### src/rtl/cover_toggle_sched.sv
// Toggle-coverage event scheduler: deduplicates per-bit toggle hits and reports each
// newly covered point once, as a global cover index over a valid/ready channel.
module cover_toggle_sched #(
  parameter int              WIDTH      = 65,
  parameter longint unsigned INDEX_BASE = 0,
  parameter int              CNT_W      = $clog2(WIDTH + 1)
) (
  input  logic             clock,
  input  logic             reset,
  input  logic             enable,
  input  logic             clear,
  input  logic [WIDTH-1:0] hit_valid,
  output logic             out_valid,
  input  logic             out_ready,
  output logic [63:0]      out_index,
  output logic [CNT_W-1:0] covered_cnt,
  output logic             all_covered
);

  localparam int PTR_W = (WIDTH > 1) ? $clog2(WIDTH) : 1;

  typedef enum logic {
    ST_EMPTY,
    ST_HOLD
  } state_e;

  state_e             state_q,   state_d;
  logic [WIDTH-1:0]   pending_q, pending_d;
  logic [WIDTH-1:0]   covered_q, covered_d;
  logic [PTR_W-1:0]   ptr_q,     ptr_d;
  logic [63:0]        index_q,   index_d;
  logic [CNT_W-1:0]   cnt_q,     cnt_d;
  logic               all_q,     all_d;

  logic [WIDTH-1:0]   cand;
  logic               handshake;
  logic               load;
  logic               found_hi;
  logic [PTR_W-1:0]   sel_hi;
  logic [PTR_W-1:0]   sel_lo;
  logic [PTR_W-1:0]   sel;

  // Fresh hits join the candidate set directly so an idle scheduler answers in one cycle.
  assign cand      = (pending_q | (enable ? hit_valid : '0)) & ~covered_q;
  assign handshake = (state_q == ST_HOLD) && out_ready;
  assign load      = !clear && ((state_q == ST_EMPTY) || handshake) && (|cand);

  // Round-robin pick: lowest set bit at or above ptr, else lowest set bit overall (wrap).
  always_comb begin
    sel_hi   = '0;
    sel_lo   = '0;
    found_hi = 1'b0;
    for (int i = WIDTH - 1; i >= 0; i--) begin
      if (cand[i]) begin
        sel_lo = PTR_W'(i);
        if (i >= int'(ptr_q)) begin
          sel_hi   = PTR_W'(i);
          found_hi = 1'b1;
        end
      end
    end
    sel = found_hi ? sel_hi : sel_lo;
  end

  always_comb begin
    // NOTE: every *_d gets a default first so no path through this block infers a latch.
    state_d   = state_q;
    pending_d = cand;
    covered_d = covered_q;
    ptr_d     = ptr_q;
    index_d   = index_q;
    cnt_d     = cnt_q;

    if (clear) begin
      // A held index survives the clear; it only leaves on its own handshake.
      pending_d = '0;
      covered_d = '0;
      ptr_d     = '0;
      cnt_d     = '0;
      if (handshake) state_d = ST_EMPTY;
    end else if (load) begin
      index_d        = INDEX_BASE + 64'(sel);
      covered_d[sel] = 1'b1;
      pending_d[sel] = 1'b0;
      ptr_d          = (sel == PTR_W'(WIDTH - 1)) ? '0 : sel + PTR_W'(1);
      cnt_d          = cnt_q + CNT_W'(1);
      state_d        = ST_HOLD;
    end else if (handshake) begin
      state_d = ST_EMPTY;
    end

    all_d = (cnt_d == CNT_W'(WIDTH));
  end

  // NOTE: sequential state uses non-blocking assignments so all flops update together.
  always_ff @(posedge clock) begin
    if (!reset) begin
      state_q   <= ST_EMPTY;
      pending_q <= '0;
      covered_q <= '0;
      ptr_q     <= '0;
      index_q   <= '0;
      cnt_q     <= '0;
      all_q     <= 1'b0;
    end else begin
      state_q   <= state_d;
      pending_q <= pending_d;
      covered_q <= covered_d;
      ptr_q     <= ptr_d;
      index_q   <= index_d;
      cnt_q     <= cnt_d;
      all_q     <= all_d;
    end
  end

  assign out_valid   = (state_q == ST_HOLD);
  assign out_index   = index_q;
  assign covered_cnt = cnt_q;
  assign all_covered = all_q;

endmodule

### config.mk
export PLATFORM = sky130hd
export DESIGN_NAME = cover_toggle_sched
export DESIGN_NICKNAME = d
export VERILOG_FILES = /design/src/rtl/cover_toggle_sched.sv
export SDC_FILE = /design/constraint.sdc
export NUM_CORES = 1
export LEC_CHECK = 0
export CORE_MARGIN = 1
export CORE_UTILIZATION = 40
export CTS_CLUSTER_DIAMETER = 30
export DETAILED_ROUTE_END_ITERATION = 16
export GPL_ROUTABILITY_DRIVEN = 0
export SYNTH_ARGS = -nofsm -noshare
export SYNTH_HDL_FRONTEND = slang
export SYNTH_SLANG_ARGS = --single-unit
### constraint.sdc
create_clock -name clock -period 4.45 [get_ports clock]
set_input_delay 0.6675 -clock clock [delete_from_list [all_inputs] [get_ports clock]]
set_output_delay 0.6675 -clock clock [all_outputs]
set_load 0.005 [all_outputs]
==> results.toml <==
[global_routing]
grt_util_met2_pct = 44.4
grt_pass1_wl_um = 51600
grt_pass1_vias = 9364
track_usage_pct = 28.6
overflow = 0
antenna_found_initial = 0
use_met3_pct = 8.31
grt_start_max_net_pins = 51
grt_util_met1_pct = 35.9
busiest_layer = "met2"

[drt]
via_count = 10000
wl_per_cell_um = 20.1
drt_iter0_drc = 900
antenna_left = 0
routed_wl_um = 33600
vias_per_cell = 6.01
post-route-drc-count = 0
dr.pass1.iters = 6

[synth]
ys_warn_count = 0
yosys_register_bits = 153
netlist_area_um2 = 9100
synth_mux_area_share_pct = 0
async_flop_share_pct = 0
avgSynthCellArea_um2 = 7.47
synth_flop_cell = "dfxtp_1"
ys_seq_area_share_pct = 33.6
synth_edf_count = 0
synthXorXnorAreaFrac_pct = 0.770
ys_types = 76
syn_inst = 1219
synth_top_family_by_area = "compound AO/OA/AOI/OAI gates"
synthSimpleGateAreaFrac_pct = 25.2
synth_compound_area_share_pct = 31.1
synth-adder-area-share_pct = 0.412

[finish]
final_util_pct = 51.8
diodes = 0
fillers = 2199
fin_cells = 1671
layout_commonest_cell = "a21oi_1"
drive_above_1_share_pct = 14.7
nets = 1451
layout_common_cells = "a21oi_1 (171), nor2_1 (168), dfxtp_1 (152)"
area_delta_synth_final_pct = 25.8

[critical_path]
path_class = "flip-flop to flip-flop"
worst_ep_arrival_time_ns = 4.53
worstSetupStartpointType = "flip-flop"
path_max_fanout = 13
path_cells = "and4_1 > nor3_1 > o21ai_0 > o21ai_1 > nor4_1 > nand4_1 > or3_1 > o22a_1 > or3_1 > buf_4 > nor3_2 > nor3_1"
end_kind = "flip-flop"
cpPeakStageDelay_ns = 0.66
crit_family = "simple AND/OR/NAND/NOR gates"
regToRegStartpoint = "ptr_q[3]$_SDFFE_PP0P_"
path_buf_inv = 1
startpoint = "ptr_q[3]$_SDFFE_PP0P_"
crit_required_ns = 4.77
cp_slowest_cell = "dfxtp_1"

[sta]
relSlewSlack_pct = 34.9
tightest_slew_ns = 0.973
rsz0062_at_grt = "no"
worst_slack_ns = 0.241
finalHoldViolations = 0
period_share_pct = 94.6
min_period_ns = 4.21
fin_skew_ns = 0.0117
slew_viol_final = 0
fin_hold_ws_ns = 0.445
fmax_mhz = 238
setup_violations = 0

[die]
start_util_pct = 41.2
rows = 54
fp.dieW_um = 153
core_um2 = 22100
ios = 143
die_h_um = 153
dieArea_um2 = 23400

[clock_network]
clkTransAtPathRegs_ns = 0.07
clk_path_buf_depth = 2
cts_root_buf = "clkbuf_16"
cts_buffers = 17
cts_sinks = 153
cts_tree = "built"
h-tree-depth = 4
cts_hold_buffers = 0
insertion_delay_ns = 0.44

[power]
combPwrFrac_pct = 26.4
intPower_w = 0.00276
vdd_drop_max_v = 0.000279
p_sw_w = 0.00130
p_leak_nw = 4.38
power_density_nw_per_um2 = 355
power_frac_seq_pct = 35.1
switching_share_pct = 32.0
clkPwrFrac_pct = 38.5

[run_status]
status = "complete, no violations"

[job]
max_cap_viol_count = 0

[place]
numPortBuffers = 85
dp_slack_ns = -0.131
dp.final_hpwl_um = 25600
dp_cells = 1639

[worst_hold_path]
hold_path_class = "flip-flop to flip-flop"
worstHoldStart = "covered_q[64]$_SDFFE_PP0P_"
[per-stage QoR]
stage | power [W] | area, µm² | setup TNS [ns]
after floorplan | 0.00204 | 9310 | 0
after global placement | 0.00249 | 10800 | -1.75
after detailed placement | 0.00249 | 10800 | -1.30
final | 0.00407 | 11500 | 0
after CTS | 0.00405 | 11400 | 0
after global routing | 0.00421 | 11500 | 0
[metal layers]
| layer | wire (µm) | share of wire, % |
|---|---|---|
| met1 | 14300 | 42 |
| met2 | 14700 | 44 |
| met3 | 3030 | 9.0 |
| met4 | 1590 | 4.7 |
| met5 | 0 | 0 |
[cells by family after synthesis]
logic type,Yosys count
AO/OA/AOI/OAI,439
XOR/XNOR,8
adder cells (fa/ha/maj),3
buffers and inverters,143
flip-flops,153
other,1
AND/OR/NAND/NOR,472
[Yosys cell counts (13+ instances only)]
cell type / instances / area (µm²)
a21oi_1: 171 / 856
nor2_1: 169 / 634
dfxtp_1: 153 / 3060
nand2_1: 90 / 338
buf_4: 60 / 450
nor3_1: 51 / 255
o21ai_0: 45 / 225
o22ai_1: 44 / 275
clkbuf_1: 32 / 120
nor4_1: 28 / 175
buf_2: 27 / 135
a211oi_1: 25 / 188
nand3_1: 24 / 120
o21a_1: 22 / 165
or2_2: 20 / 125
and3_1: 17 / 106
inv_1: 15 / 56.3
a2111oi_0: 13 / 114
[registers in the layout, summed over array words and instances (netlist names)]
name,count
out_valid,1
pending_q,65
covered_q,65
ptr_q,7
all_covered,1
out_index,7
covered_cnt,7
[tightest hold or removal path, cell delays in order (launching register included)]
cell and delay, ns:
dfxtp_1 0.31, inv_1 0.04, a21oi_1 0.05
[final timing paths]
kind                                              endpoint  slack (ns)  depth (start not counted)
worst max-delay path              pending_q[17]$_SDFF_PP0_        0.24                         12
worst min-delay path            covered_q[64]$_SDFFE_PP0P_        0.45                          2
worst max register to register    pending_q[17]$_SDFF_PP0_        0.24                         12
worst min register to register  covered_q[64]$_SDFFE_PP0P_        0.45                          2
[what timing repair did]
| item | in CTS | in global routing |
|---|---|---|
| setup buffers | 0 | 0 |
| endpoints found under the setup margin | 3 | 37 |
| gates resized for setup | 1 | 4 |
| pin swaps | 0 | 0 |
[final cells by class]
type | count | area (µm²) | area share, %
inverter | 18 | 67.6 | 0.590
sequential | 153 | 3060 | 26.8
clock inverter | 12 | 161 | 1.41
multi-input combinational | 979 | 5460 | 47.7
tap | 280 | 350 | 3.06
clock buffer | 20 | 467 | 4.08
timing repair buffer | 209 | 1880 | 16.4
[power groups by stage]
stage / Clock (W) / Combinational (W) / Sequential (W)
5_1_grt: 0.00164 / 0.00114 / 0.00143
4_1_cts: 0.00158 / 0.00104 / 0.00143
2_1_floorplan: 0 / 0.000598 / 0.00145
3_3_place_gp: 0 / 0.00103 / 0.00146
6_report: 0.00157 / 0.00107 / 0.00143
3_5_place_dp: 0 / 0.00104 / 0.00146
(Power assumes the default switching activity.)
